**src/rtl/alu_dec_pkg.sv**
```systemverilog
// Shared types and constants for the ALU/counter/decoder cluster.
package alu_dec_pkg;

   typedef enum logic [2:0] {
      ALU_ADD = 3'd0,
      ALU_SUB = 3'd1,
      ALU_NOT = 3'd2,
      ALU_AND = 3'd3,
      ALU_OR  = 3'd4,
      ALU_XOR = 3'd5,
      ALU_SLT = 3'd6,
      ALU_EQ  = 3'd7
   } alu_op_e;

   localparam int DEC_SEL_W = 3;
   localparam int DEC_OUT_W = 8;

   function automatic logic [DEC_OUT_W-1:0] onehot_dec(input logic en,
                                                       input logic [DEC_SEL_W-1:0] sel);
      logic [DEC_OUT_W-1:0] y;
      y = '0;
      if (en) y = DEC_OUT_W'(1) << sel;
      return y;
   endfunction

endpackage

```
**src/rtl/alu_dec_cluster_if.sv**
```systemverilog
// Bundled ALU, counter and decoder signals of the cluster.
// cnt_tick is a single-cycle strobe: each clk edge on which it is high counts as one tick.
interface alu_dec_cluster_if #(
   parameter int ALU_W = 4,
   parameter int CNT_W = 3
);
   import alu_dec_pkg::*;

   logic [2:0]           alu_fnselec;
   logic [ALU_W-1:0]     alu_a;
   logic [ALU_W-1:0]     alu_b;
   logic [ALU_W-1:0]     alu_res;
   logic                 alu_zero;
   logic                 alu_overflow;
   logic                 alu_carry;
   logic                 cnt_en;
   logic                 cnt_tick;
   logic [CNT_W-1:0]     dec_counter_out;
   logic                 dec_en;
   logic [DEC_SEL_W-1:0] dec_x;
   logic [DEC_OUT_W-1:0] dec_y;

   modport master (
      output alu_fnselec, alu_a, alu_b, cnt_en, cnt_tick, dec_en, dec_x,
      input  alu_res, alu_zero, alu_overflow, alu_carry, dec_counter_out, dec_y
   );

   modport slave (
      input  alu_fnselec, alu_a, alu_b, cnt_en, cnt_tick, dec_en, dec_x,
      output alu_res, alu_zero, alu_overflow, alu_carry, dec_counter_out, dec_y
   );

endinterface

```
**src/rtl/alu_dec_cluster_alu_core.sv**
```systemverilog
// Combinational two's-complement ALU with zero, overflow and carry flags.
module alu_core
   import alu_dec_pkg::*;
#(
   parameter int W = 4
) (
   input  logic [2:0]   fnselec,
   input  logic [W-1:0] a,
   input  logic [W-1:0] b,
   output logic [W-1:0] res,
   output logic         zero,
   output logic         overflow,
   output logic         carry
);

   alu_op_e      op;
   logic [W:0]   sum_add;
   logic [W:0]   sum_sub;
   logic         ovf_add;
   logic         ovf_sub;
   logic         slt_bit;

   assign op = alu_op_e'(fnselec);

   // Subtraction reuses the adder form a + ~b + 1 so carry=1 means no borrow.
   assign sum_add = {1'b0, a} + {1'b0, b};
   assign sum_sub = {1'b0, a} + {1'b0, ~b} + {{W{1'b0}}, 1'b1};

   assign ovf_add = (a[W-1] == b[W-1]) && (sum_add[W-1] != a[W-1]);
   assign ovf_sub = (a[W-1] != b[W-1]) && (sum_sub[W-1] != a[W-1]);
   assign slt_bit = sum_sub[W-1] ^ ovf_sub;

   always_comb begin
      res      = '0;
      overflow = 1'b0;
      carry    = 1'b0;
      case (op)
         ALU_ADD: begin
            res      = sum_add[W-1:0];
            carry    = sum_add[W];
            overflow = ovf_add;
         end
         ALU_SUB: begin
            res      = sum_sub[W-1:0];
            carry    = sum_sub[W];
            overflow = ovf_sub;
         end
         ALU_NOT: res = ~a;
         ALU_AND: res = a & b;
         ALU_OR:  res = a | b;
         ALU_XOR: res = a ^ b;
         ALU_SLT: res = {{(W-1){1'b0}}, slt_bit};
         ALU_EQ:  res = {{(W-1){1'b0}}, (a == b)};
         default: begin
            res      = '0;
            overflow = 1'b0;
            carry    = 1'b0;
         end
      endcase
   end

   assign zero = (res == '0);

endmodule

```
**src/rtl/alu_dec_cluster.sv**
```systemverilog
// Board-demo arithmetic/decode cluster: ALU, tick-driven down-counter, 3-to-8 decoder.
// Define ALU_OUT_REG_EN to register the ALU result and flags (1-cycle latency).
module alu_dec_cluster
   import alu_dec_pkg::*;
#(
   parameter int ALU_W    = 4,
   parameter int CNT_W    = 3,
   parameter int CNT_INIT = 7
) (
   input  logic              clk,
   input  logic              resetn,
   alu_dec_cluster_if.slave  bus
);

   logic [ALU_W-1:0] core_res;
   logic             core_zero;
   logic             core_overflow;
   logic             core_carry;
   logic [CNT_W-1:0] cnt_q;

   alu_core #(.W(ALU_W)) u_alu_core (
      .fnselec  (bus.alu_fnselec),
      .a        (bus.alu_a),
      .b        (bus.alu_b),
      .res      (core_res),
      .zero     (core_zero),
      .overflow (core_overflow),
      .carry    (core_carry)
   );

`ifdef ALU_OUT_REG_EN
   logic [ALU_W-1:0] res_q;
   logic             zero_q;
   logic             overflow_q;
   logic             carry_q;

   always_ff @(posedge clk) begin
      if (!resetn) begin
         res_q      <= '0;
         zero_q     <= 1'b0;
         overflow_q <= 1'b0;
         carry_q    <= 1'b0;
      end else begin
         res_q      <= core_res;
         zero_q     <= core_zero;
         overflow_q <= core_overflow;
         carry_q    <= core_carry;
      end
   end

   assign bus.alu_res      = res_q;
   assign bus.alu_zero     = zero_q;
   assign bus.alu_overflow = overflow_q;
   assign bus.alu_carry    = carry_q;
`else
   assign bus.alu_res      = core_res;
   assign bus.alu_zero     = core_zero;
   assign bus.alu_overflow = core_overflow;
   assign bus.alu_carry    = core_carry;
`endif

   // Reset beats a coincident tick; decrement wraps 0 -> all ones naturally.
   always_ff @(posedge clk) begin
      if (!resetn) begin
         cnt_q <= CNT_W'(CNT_INIT);
      end else if (bus.cnt_en && bus.cnt_tick) begin
         cnt_q <= cnt_q - CNT_W'(1);
      end
   end

   assign bus.dec_counter_out = cnt_q;
   assign bus.dec_y           = onehot_dec(bus.dec_en, bus.dec_x);

endmodule

```
**src/flat_wrapper.sv**
```systemverilog
// flat-port wrapper written by rule: the top's interface ports become plain ports
module alu_dec_cluster_flat import alu_dec_pkg::*;
#(
   parameter int ALU_W    = 4,
   parameter int CNT_W    = 3,
   parameter int CNT_INIT = 7
)
  (clk, resetn, bus_alu_fnselec, bus_alu_a, bus_alu_b, bus_cnt_en, bus_cnt_tick, bus_dec_en, bus_dec_x, bus_alu_res, bus_alu_zero, bus_alu_overflow, bus_alu_carry, bus_dec_counter_out, bus_dec_y);
  alu_dec_cluster_if #(.ALU_W(ALU_W), .CNT_W(CNT_W)) bus_i ();
  input  logic clk;
  input  logic resetn;
  input wire logic [$bits(bus_i.alu_fnselec)-1:0] bus_alu_fnselec;
  input wire logic [$bits(bus_i.alu_a)-1:0] bus_alu_a;
  input wire logic [$bits(bus_i.alu_b)-1:0] bus_alu_b;
  input wire logic [$bits(bus_i.cnt_en)-1:0] bus_cnt_en;
  input wire logic [$bits(bus_i.cnt_tick)-1:0] bus_cnt_tick;
  input wire logic [$bits(bus_i.dec_en)-1:0] bus_dec_en;
  input wire logic [$bits(bus_i.dec_x)-1:0] bus_dec_x;
  output wire logic [$bits(bus_i.alu_res)-1:0] bus_alu_res;
  output wire logic [$bits(bus_i.alu_zero)-1:0] bus_alu_zero;
  output wire logic [$bits(bus_i.alu_overflow)-1:0] bus_alu_overflow;
  output wire logic [$bits(bus_i.alu_carry)-1:0] bus_alu_carry;
  output wire logic [$bits(bus_i.dec_counter_out)-1:0] bus_dec_counter_out;
  output wire logic [$bits(bus_i.dec_y)-1:0] bus_dec_y;
  assign bus_i.alu_fnselec = bus_alu_fnselec;
  assign bus_i.alu_a = bus_alu_a;
  assign bus_i.alu_b = bus_alu_b;
  assign bus_i.cnt_en = bus_cnt_en;
  assign bus_i.cnt_tick = bus_cnt_tick;
  assign bus_i.dec_en = bus_dec_en;
  assign bus_i.dec_x = bus_dec_x;
  assign bus_alu_res = bus_i.alu_res;
  assign bus_alu_zero = bus_i.alu_zero;
  assign bus_alu_overflow = bus_i.alu_overflow;
  assign bus_alu_carry = bus_i.alu_carry;
  assign bus_dec_counter_out = bus_i.dec_counter_out;
  assign bus_dec_y = bus_i.dec_y;
  alu_dec_cluster #(.ALU_W(ALU_W), .CNT_W(CNT_W), .CNT_INIT(CNT_INIT)) u_core (.clk(clk), .resetn(resetn), .bus(bus_i));
endmodule
```
**config.mk**
```make
export PLATFORM = sky130hd
export DESIGN_NAME = alu_dec_cluster_flat
export DESIGN_NICKNAME = d
export VERILOG_FILES = /design/src/rtl/alu_dec_pkg.sv /design/src/rtl/alu_dec_cluster_if.sv /design/src/rtl/alu_dec_cluster_alu_core.sv /design/src/rtl/alu_dec_cluster.sv /design/src/flat_wrapper.sv
export SDC_FILE = /design/constraint.sdc
export NUM_CORES = 1
export LEC_CHECK = 0
export CAP_MARGIN = 10
export CORE_MARGIN = 1.5
export CORE_UTILIZATION = 24
export DETAILED_ROUTE_END_ITERATION = 8
export PLACE_DENSITY = 0.5
export SYNTH_ARGS = -nofsm -noshare
export SYNTH_HDL_FRONTEND = slang
export SYNTH_SLANG_ARGS = --single-unit
```
**constraint.sdc**
```tcl
create_clock -name clk -period 3.8 [get_ports clk]
set_input_delay 0.57 -clock clk [delete_from_list [all_inputs] [get_ports clk]]
set_output_delay 0.57 -clock clk [all_outputs]
set_load 0.005 [all_outputs]
```
## Word level (Yosys, flattened, before mapping)

Cells that the tools add are included.

| operators by class | value |
|---|---|
| equality and inequality tests | 12 |
| reduce and logical (&&, ||, !) cells | 5 |
| shift-type cells | 1 |
| mux-type cells | 4 |
| add/sub/neg operators | 4 |
| bitwise gates (word level) | 6 |

Operators by type and width:

| operator | number |
|---|---|
| 4-bit case mux with 8 select lines | 1 |
| 3-bit == test, second input constant | 4 |
| 4-bit by 4-bit adder with 5-bit output | 2 |
| 8-bit 2-to-1 mux | 1 |
| 4-bit NOT | 2 |
| 1-bit by 3-bit << shifter with 8-bit output, first input constant | 1 |
| 3-bit by 2-bit == test with 1-bit output, second input constant | 2 |
| 5-bit by 1-bit adder with 5-bit output, second input constant | 1 |
| 4-bit AND | 1 |
| 4-bit == test | 1 |
| 4-bit zero test | 1 |
| 4-bit bitwise OR | 1 |
| 1-bit case mux with 2 select lines | 2 |
| 4-bit XOR | 1 |
| 3-bit by 1-bit == test with 1-bit output, second input constant | 1 |
| 1-bit logical AND | 3 |
| 3-bit zero test | 1 |
| 1-bit inequality test | 3 |
| 3-bit by 1-bit subtractor with 3-bit output, second input constant | 1 |
| 1-bit == test | 1 |
| 1-bit XOR | 1 |

| word-level totals | value |
|---|---|
| register bits | 3 |
| bits of input ports | 19 |
| word-level logic and storage cells | 33 |
| output and inout port bits | 18 |

## Depth between registers and ports, before layout

Gate-level depths: netlist (run 1).

| logic depth | value |
|---|---|
| word-level depth | 8 |
| depth in mapped cells | 10 |
| depth with buffers taken out | 10 |

## Cells and area by module

A second synthesis (run 1) with hierarchy kept.

| second synthesis, totals | value |
|---|---|
| cells, all modules | 113 |
| area total of the unflattened synthesis | 842.1 µm² |

By module, submodules not included:

| module | cells an instance | area an instance (µm²) | times used | seq. area each (µm²) |
|---|---|---|---|---|
| alu_core | 85 | 630.6 | 1 | 0.0 |
| alu_dec_cluster | 28 | 211.5 | 1 | 60.1 |

## Least setup slack after synthesis (run 1)

No wires, ideal clock.

| path | value |
|---|---|
| path kind | input-to-output |
| from | input bus_alu_b[1] |
| to | output bus_alu_zero |
| data required time | 3.230 ns |
| cell stages on the path | 10 |
| data arrival time | 2.409 ns |
| setup slack | 0.821 ns |
| path buffers | 0 |
| cells stage by stage | inv_1 -> ha_1 -> o21bai_1 -> a21oi_1 -> fa_1 -> or2b_2 -> o211ai_1 -> a41oi_1 -> nor2_1 -> nor4b_2 |

| between the ends | value |
|---|---|
| cells in the longest elaborated chain, start to end | 8 |
| elaborated cells between the ends (all ways) | 13 |
| those cells by class | 3 x add/sub; 2 x eq/ne; 1 x mux; 5 x bitwise; 2 x reduce/logical |

Ends and longest elaborated chain:

| what | RTL line | RTL |
|---|---|---|
| from (decl) | flat_wrapper.sv:14 | `input wire logic [$bits(bus_i.alu_b)-1:0] bus_alu_b;` |
| 4-bit NOT | alu_dec_cluster_alu_core.sv:27 | `assign sum_sub = {1'b0, a} + {1'b0, ~b} + {{W{1'b0}}, 1'b1};` |
| 4-bit by 4-bit adder with 5-bit output | alu_dec_cluster_alu_core.sv:27 |  |
| 5-bit by 1-bit adder with 5-bit output | alu_dec_cluster_alu_core.sv:27 |  |
| 1-bit inequality test | alu_dec_cluster_alu_core.sv:30 | `assign ovf_sub = (a[W-1] != b[W-1]) && (sum_sub[W-1] != a[W-1]);` |
| 1-bit logical AND | alu_dec_cluster_alu_core.sv:30 |  |
| 1-bit XOR | alu_dec_cluster_alu_core.sv:31 | `assign slt_bit = sum_sub[W-1] ^ ovf_sub;` |
| 4-bit case mux with 8 select lines (*) | alu_dec_cluster_alu_core.sv:37 | `case (op)` |
| via bus_alu_res[0] | flat_wrapper.sv:19 | `output wire logic [$bits(bus_i.alu_res)-1:0] bus_alu_res;` |
| 4-bit zero test (*) | alu_dec_cluster_alu_core.sv:62 | `assign zero = (res == '0);` |
| to (decl) | flat_wrapper.sv:20 | `output wire logic [$bits(bus_i.alu_zero)-1:0] bus_alu_zero;` |

Mark *: on every way through the listed nets, which the timed path passes. The rest lies on a longest branch.

## Worst setup path after layout (run 1)

| path | value |
|---|---|
| from | input bus_alu_a[0] |
| to | output bus_alu_res[1] |

| between the ends | value |
|---|---|
| cells in the longest elaborated chain, start to end | 3 |
| elaborated cells between the ends (all ways) | 4 |
| those cells by class | 3 x add/sub; 1 x mux |

Ends and longest elaborated chain:

| what | RTL line | RTL |
|---|---|---|
| from (decl) | flat_wrapper.sv:13 | `input wire logic [$bits(bus_i.alu_a)-1:0] bus_alu_a;` |
| 4-bit by 4-bit adder with 5-bit output | alu_dec_cluster_alu_core.sv:27 |  |
| 5-bit by 1-bit adder with 5-bit output | alu_dec_cluster_alu_core.sv:27 |  |
| 4-bit case mux with 8 select lines (*) | alu_dec_cluster_alu_core.sv:37 |  |
| to (decl) | flat_wrapper.sv:19 |  |

Mark *: on every way between the ends. The rest lies on a longest branch, timed or not.

==> results of run 1 <==
-- report_power, final --
part | internal, uW | switching [uW] | total [uW]
combinational | 89.6 | 67.7 | 157
sequential | 33.5 | 0.997 | 34.4
clock | 39.5 | 18.2 | 57.7
-- layout by cell type (no fill, tap or decap), types with 3 or more instances in the layout --
cell,n
sky130_fd_sc_hd__a211oi_1,4
sky130_fd_sc_hd__a21oi_1,4
sky130_fd_sc_hd__a31oi_1,3
sky130_fd_sc_hd__buf_4,17
sky130_fd_sc_hd__clkbuf_4,3
sky130_fd_sc_hd__clkdlybuf4s50_1,30
sky130_fd_sc_hd__dfxtp_1,3
sky130_fd_sc_hd__dlymetal6s2s_1,3
sky130_fd_sc_hd__fa_1,3
sky130_fd_sc_hd__ha_1,13
sky130_fd_sc_hd__inv_1,14
sky130_fd_sc_hd__nand2_1,9
sky130_fd_sc_hd__nand2b_1,3
sky130_fd_sc_hd__nor2_1,15
sky130_fd_sc_hd__nor3_1,3
sky130_fd_sc_hd__xnor2_1,4
-- path summary, 6_finish.rpt --
path	to	start	cells after the start	slack (ps)
worst max-delay path	bus_alu_res[1]	bus_alu_a[0]	9	110
worst min-delay path	u_core.bus.dec_counter_out[2]$_SDFFE_PN1P_	u_core.bus.dec_counter_out[2]$_SDFFE_PN1P_	2	500
worst max register to register	u_core.bus.dec_counter_out[2]$_SDFFE_PN1P_	u_core.bus.dec_counter_out[0]$_SDFFE_PN1P_	5	2840
worst min register to register	u_core.bus.dec_counter_out[2]$_SDFFE_PN1P_	u_core.bus.dec_counter_out[2]$_SDFFE_PN1P_	2	500
-- area by class of cell --
type | count | area (um2)
clock buffer | 4 | 26.3
fill | 349 | 1980
inverter | 15 | 56.3
multi-input combinational | 91 | 717
sequential | 3 | 60.1
tap | 46 | 57.6
timing repair buffer | 53 | 488
-- metal layers --
layer / GRT usage / share of wire / vias to the layer above
met5: 0 / 0 / -
met4: 0.0583 / 0.016 / 0
met3: 0.0107 / 0.039 / 4
met2: 0.234 / 0.48 / 25
met1: 0.148 / 0.47 / 446
li1: - / - / 492
-- worst max-delay path, delay by kind of cell --
family | cells | cell delay (ps)
adders and majority gates | 2 | 610
muxes | 2 | 750
buffers and inverters | 5 | 1190
-- kinds of logic after synthesis --
| logic type | after synthesis |
|---|---|
| AND/OR/NAND/NOR | 43 |
| XOR/XNOR | 6 |
| AO/OA/AOI/OAI | 23 |
| multiplexers | 3 |
| buffers and inverters | 19 |
| flip-flops | 3 |
| adder cells (fa/ha/maj) | 16 |
-- per-stage QoR --
stage	TNS (ps)	hold WS [ps]
after CTS	-25.6	507
after detailed placement	-558	494
after global placement	-360	485
final	0	500
after floorplan	0	482
after global routing	0	528
-- what timing repair did --
item,4_1_cts,5_1_grt
endpoints found under the setup margin,3,4
resized for setup,5,7
pin swaps,3,5
buffers inserted,1,0
==> metrics.md, run 1 <==
| Metric | Value |
|---|---|
| Result of the run | `completed` |
| Setup violations, final | `0` |
| Post-synthesis async set-or-reset flop share | `0` |
| Total number of placement rows | `21` |
| Detail Placement HPWL | `1.97 mm` |
| Tcrit/Tclk final | `0.970` |
| End-of-flow core utilization | `0.415` |
| Post-Synthesis Mean Instance Area | `7.66 um2` |
| Endpoint arrival time on the critical path | `3120 ps` |
| Maximum cell stage delay along the critical path | `480 ps` |
| Cell at the root of the clock tree | `sky130_fd_sc_hd__clkbuf_4` |
| Synthesis-stage register bit count | `3` |
| Overall via count from detail_route | `967` |
| Buffers from clock root to sink, at most | `2` |
| Number of nets in the final layout | `202` |
| Kind of end point of the critical path | `output port` |
| Layout cell share with drive strength beyond 1 | `0.199` |
| Design Area, Final | `0.00141 mm2` |
| Startpoint-to-endpoint class of the critical path | `primary input to output port` |
| Fmax | `271 MHz` |
| Number of hold buffers added after CTS | `0` |
| First-pass iteration count of the detailed router | `4` |
| Dominant combinational cell family by area after synthesis | `simple AND/OR/NAND/NOR gates` |
| Worst min-delay path class | `flop to flop` |
| Post-placement setup slack | `-227 ps` |
| Max FFs per register | `3` |
| Per-cell via count in the routed design | `4.56` |
| Proportion of synthesized chip area in sequential cells | `0.0694` |
| Share of synthesized cell area in and, or, nand and nor gates | `0.259` |
| DP Area | `0.00136 mm2` |
| Placed Cells incl. Taps | `207` |
| Global route overflow | `0` |
| Setup repair after global routing missed its margin | `no` |
| Compound-gate portion of the synthesized area | `0.184` |
| Count of flip-flops with a built-in enable after synthesis | `0` |
| Remaining antenna violation count | `0` |
| Initial antenna violation count | `0` |
| Clock sink count | `3` |
| Count of antenna diodes in the layout | `0` |
| Cell area power density | `178 mW/mm2` |
| Synth-to-layout area growth | `62.3%` |
| Vias in the first global route | `1,007` |
| Worst path setup slack after routing | `115 ps` |
| Warnings, synthesis | `0` |
| CP max stage cell | `sky130_fd_sc_hd__clkdlybuf4s50_1` |
| Clk_lat worst skew | `240 ps` |
| Starting density of the core | `0.255` |
| Largest area contributor in the synthesized netlist | `sky130_fd_sc_hd__ha_1` |
| Reported leakage power | `0.000668 uW` |
| Top cells by count, synth | `15 x sky130_fd_sc_hd__inv_1, 15 x sky130_fd_sc_hd__nor2_1, 13 x sky130_fd_sc_hd__ha_1, 9 x sky130_fd_sc_hd__nand2_1, 5 x sky130_fd_sc_hd__a21oi_1` |
| Die Span Y | `63.1 um` |
| Final GP Congestion | `0.821` |
| Worst slew margin | `0.675` |
| Clock input transition at the sequential cells of the worst setup and hold paths | `40 ps` |
| Final Non-Filler Cells | `212` |
| I/O pin count | `37` |
| Kind of launch point of the worst setup path | `primary input` |
| Count of H-tree levels built during CTS | `1` |
| Post-route total power | `249 uW` |
| Worst Tran Pin Value | `486 ps` |
| Total Die Area | `0.00398 mm2` |
| Post-synth design cell area | `866 um2` |
| Most used flip-flop cell after synthesis | `sky130_fd_sc_hd__dfxtp_1` |
| GRT Overall Usage | `0.127` |
| Max Clock Skew | `3.12 ps` |
| Number of instances in the synthesized netlist | `113` |
| Number of maximum-capacitance constraint violations | `0` |
| Required time of the worst setup path | `3230 ps` |
| Routed wirelength normalized by instance count | `11.1 um` |
| CP Max Fanout | `2` |
| Portion of netlist area occupied by mux cells | `0.0549` |
| Placeable Area | `0.00339 mm2` |
| Minimum clock period after layout | `3690 ps` |
| Arithmetic-cell share of the synthesized area counting full adders, half adders and majority gates | `0.257` |
| Number of port buffers | `36` |
| Cell-by-cell trace of the critical path | `clkdlybuf4s50_1, inv_1, ha_1, inv_1, fa_1, mux2_4, mux4_2, buf_4, clkdlybuf4s50_1` |
| Maximum number of pins on one net before global-route repair | `14` |
| Fraction of post-synthesis cell area in the top cell type by area | `0.188` |
| Post-synth cell types | `37` |
| Hold violation total from the final report | `0` |
| Post-Syn Nets | `148` |
| Routed WL | `2.36 mm` |
| Clock tree from TritonCTS | `yes` |
| Number of clock buffers inserted by TritonCTS | `3` |
| Leading cell types by total area after synthesis | `sky130_fd_sc_hd__ha_1 19%, sky130_fd_sc_hd__dfxtp_1 6.9%, sky130_fd_sc_hd__fa_1 6.9%` |
| Final-report max-slew violation count | `0` |
| Iter 0 DRT Violations | `11` |
| Peak VDD IR | `0.0561 mV` |
| Width of the die | `63.1 um` |
| First-pass GRT wire length | `4.14 mm` |
| Remaining routing DRC violations | `0` |
| Synth Area in XOR/XNOR | `0.0607` |
(Power assumes the default switching activity.)
==> run 2, diff against run 1 <==
--- a/config.mk
+++ b/config.mk
@@ -9,7 +9,9 @@
 export CORE_MARGIN = 1.5
 export CORE_UTILIZATION = 24
 export DETAILED_ROUTE_END_ITERATION = 8
+export HOLD_SLACK_MARGIN = 0.1
 export PLACE_DENSITY = 0.5
+export SLEW_MARGIN = 20
 export SYNTH_ARGS = -nofsm -noshare
 export SYNTH_HDL_FRONTEND = slang
 export SYNTH_SLANG_ARGS = --single-unit
==> results of run 2 <==
Final layout, timing and power as in run 1 (identical DEF).
==> run 3, diff against run 2 <==
--- a/config.mk
+++ b/config.mk
@@ -6,11 +6,13 @@
 export NUM_CORES = 1
 export LEC_CHECK = 0
 export CAP_MARGIN = 10
+export CELL_PAD_IN_SITES_DETAIL_PLACEMENT = 1
+export CELL_PAD_IN_SITES_GLOBAL_PLACEMENT = 1
 export CORE_MARGIN = 1.5
 export CORE_UTILIZATION = 24
 export DETAILED_ROUTE_END_ITERATION = 8
 export HOLD_SLACK_MARGIN = 0.1
-export PLACE_DENSITY = 0.5
+export PLACE_DENSITY = 0.67
 export SLEW_MARGIN = 20
 export SYNTH_ARGS = -nofsm -noshare
 export SYNTH_HDL_FRONTEND = slang
==> constraint.sdc (replaced) <==
create_clock -name clk -period 3.8 [get_ports clk]
set_input_delay 0.57 -clock clk [delete_from_list [all_inputs] [get_ports clk]]
set_output_delay 0.57 -clock clk [all_outputs]
set_load 0.1 [all_outputs]
==> metrics.md, run 3 (synthesized netlist as in run 1, its figures left out) <==
| Metric | Value |
|---|---|
| Routed wirelength normalized by instance count | `12.6 um (was 11.1 um)` |
| Final GP Congestion | `0.788 (was 0.821)` |
| Die Span Y | `63.1 um (unchanged)` |
| Total Die Area | `0.00398 mm2 (unchanged)` |
| Total number of placement rows | `21 (unchanged)` |
| Top library cells by usage in the layout, fill and taps aside | `17 x sky130_fd_sc_hd__clkdlybuf4s50_1, 17 x sky130_fd_sc_hd__buf_4, 13 x sky130_fd_sc_hd__nor2_1, 11 x sky130_fd_sc_hd__inv_1, 10 x sky130_fd_sc_hd__ha_1 (was 30 x sky130_fd_sc_hd__clkdlybuf4s50_1, 17 x sky130_fd_sc_hd__buf_4, 15 x sky130_fd_sc_hd__nor2_1, 14 x sky130_fd_sc_hd__inv_1, 13 x sky130_fd_sc_hd__ha_1)` |
| Global route overflow | `0 (unchanged)` |
| GRT Overall Usage | `0.132 (was 0.127)` |
| Buffers from clock root to sink, at most | `2 (unchanged)` |
| Peak VDD IR | `0.118 mV (was 0.0561 mV)` |
| Minimum clock period after layout | `3620 ps (was 3690 ps)` |
| Setup repair after global routing missed its margin | `no (unchanged)` |
| Worst min-delay path class | `flop to flop (unchanged)` |
| Routed WL | `2.58 mm (was 2.36 mm)` |
| Max FFs per register | `3 (unchanged)` |
| Clk_lat worst skew | `230 ps (was 240 ps)` |
| Clock input transition at the sequential cells of the worst setup and hold paths | `30 ps (was 40 ps)` |
| Required time of the worst setup path | `3230 ps (about the same)` |
| Number of port buffers | `36 (unchanged)` |
| CP max stage cell | `sky130_fd_sc_hd__clkdlybuf4s50_1 (unchanged)` |
| Overall via count from detail_route | `952 (was 967)` |
| Cell area power density | `249 mW/mm2 (was 178 mW/mm2)` |
| Remaining antenna violation count | `0 (unchanged)` |
| Layout cell share with drive strength beyond 1 | `0.310 (was 0.199)` |
| Kind of end point of the critical path | `output port (unchanged)` |
| Width of the die | `63.1 um (unchanged)` |
| Number of hold buffers added after CTS | `0 (unchanged)` |
| Cell at the root of the clock tree | `sky130_fd_sc_hd__clkbuf_4 (unchanged)` |
| Cell-by-cell trace of the critical path | `clkdlybuf4s50_1, inv_1, ha_4, inv_2, a21oi_2, fa_1, or2b_2, o211ai_1, a41oi_2, nor2_2, nor4b_4, buf_12 (was clkdlybuf4s50_1, inv_1, ha_1, inv_1, fa_1, mux2_4, mux4_2, buf_4, clkdlybuf4s50_1)` |
| Start point of the worst hold path | `u_core.bus.dec_counter_out[2]$_SDFFE_PN1P_ (unchanged)` |
| Hold WS | `497 ps (was 500 ps)` |
| Starting density of the core | `0.255 (unchanged)` |
| Setup slack, reg-to-reg | `2790 ps (was 2840 ps)` |
| Vias in the first global route | `964 (was 1,007)` |
| Worst Hold Path Cells | `2 (unchanged)` |
| Kind of launch point of the worst setup path | `primary input (unchanged)` |
| CP Max Fanout | `2 (unchanged)` |
| Number of maximum-capacitance constraint violations | `0 (unchanged)` |
| Synth-to-layout area growth | `68.2% (was 62.3%)` |
| Maximum cell stage delay along the critical path | `480 ps (about the same)` |
| Number of post-CTS setup repair buffers | `0 (was 1)` |
| Max Clock Skew | `0.262 ps (was 3.12 ps)` |
| Final-report max-slew violation count | `0 (unchanged)` |
| Startpoint of the worst-slack reg-to-reg timing path | `u_core.bus.dec_counter_out[0]$_SDFFE_PN1P_ (unchanged)` |
| First-pass GRT wire length | `4.37 mm (was 4.14 mm)` |
| Worst slew margin | `0.352 (was 0.675)` |
| Clock sink count | `3 (unchanged)` |
| End of the worst hold path | `u_core.bus.dec_counter_out[2]$_SDFFE_PN1P_ (unchanged)` |
| Post-route total power | `362 uW (was 249 uW)` |
| Crit Reg-Reg Endpoint | `u_core.bus.dec_counter_out[2]$_SDFFE_PN1P_ (unchanged)` |
| First-pass iteration count of the detailed router | `4 (unchanged)` |
| Iter 0 DRT Violations | `25 (was 11)` |
| Detail Placement HPWL | `2.22 mm (was 1.97 mm)` |
| Worst Tran Pin Value | `968 ps (was 486 ps)` |
| Count of antenna diodes in the layout | `0 (unchanged)` |
| Result of the run | `completed (unchanged)` |
| Endpoint arrival time on the critical path | `3050 ps (was 3120 ps)` |
| Maximum number of pins on one net before global-route repair | `14 (unchanged)` |
| Per-cell via count in the routed design | `4.67 (was 4.56)` |
| Tcrit/Tclk final | `0.952 (was 0.970)` |
| Initial antenna violation count | `0 (unchanged)` |
| Startpoint-to-endpoint class of the critical path | `primary input to output port (unchanged)` |
| Remaining routing DRC violations | `0 (unchanged)` |
| Hold violation total from the final report | `0 (unchanged)` |
| Placeable Area | `0.00339 mm2 (unchanged)` |
| Setup TNS | `0 ps (unchanged)` |
| Fmax | `276 MHz (was 271 MHz)` |
| I/O pin count | `37 (unchanged)` |
| Setup violations, final | `0 (unchanged)` |
| Reported leakage power | `0.000682 uW (was 0.000668 uW)` |
| Count of H-tree levels built during CTS | `1 (unchanged)` |
| Clock tree from TritonCTS | `yes (unchanged)` |
| Number of clock buffers inserted by TritonCTS | `3 (unchanged)` |
| Worst reg2reg path depth | `5 (unchanged)` |
| Number of nets in the final layout | `194 (was 202)` |
## run 3: metrics by stage
stage | cell area [um2] | util | setup slack, ps | cells
6_report | 1460 | 0.430 | 181 | 204
5_1_grt | 1460 | 0.430 | 25.4 | 204
4_1_cts | 1410 | 0.415 | -5.53 | 204
3_5_place_dp | 1380 | 0.407 | -9.08 | 200
3_3_place_gp | 1380 | 0.407 | 56.8 | 200
2_1_floorplan | 887 | - | -705 | 113
## run 3: area by class of cell
type,instances,area (um2)
Fill cell,414,1930
Multi-Input combinational cell,91,768
Timing Repair Buffer,45,488
Sequential cell,3,60.1
Tap cell,46,57.6
Inverter,15,56.3
Clock buffer,4,26.3
## run 3: worst max-delay path: cells and delay by family
family,cells,cell delay (ps)
adder cells (fa/ha/maj),2,610
buffers and inverters,4,840
AND/OR/NAND/NOR,3,690
AO/OA/AOI/OAI,3,340
## run 3: worst max path at each step
stage / start / endpoint / cells past startpoint / slack [ps]
floorplan: bus_alu_b[1] / bus_alu_zero / 10 / -710
global placement: bus_alu_b[1] / bus_alu_zero / 12 / 60
detailed placement: bus_alu_b[1] / bus_alu_res[3] / 12 / -9
CTS: bus_alu_b[1] / bus_alu_zero / 12 / -6
global route: bus_alu_b[2] / bus_alu_zero / 12 / 30
finish: bus_alu_b[2] / bus_alu_zero / 12 / 180
## run 3: repair_timing
item,4_1_cts,5_1_grt
pin swaps,1,6
hold endpoints to repair,0,0
endpoints found under the setup margin,2,2
resized for setup,1,14
## run 3: per-layer routing
metal,global-route usage,vias up,part of all wire
li1,-,473,-
met5,0,-,0
met2,0.226,25,0.49
met3,0.0196,0,0.042
met1,0.178,454,0.47
met4,0.0167,0,0
## run 3: report_power, final
| part | switching [uW] | leakage (uW) | internal [uW] |
|---|---|---|---|
| clock network | 14.8 | 0.0000150 | 39.2 |
| logic | 165 | 0.000642 | 108 |
| registers | 1.29 | 0.0000247 | 33.5 |
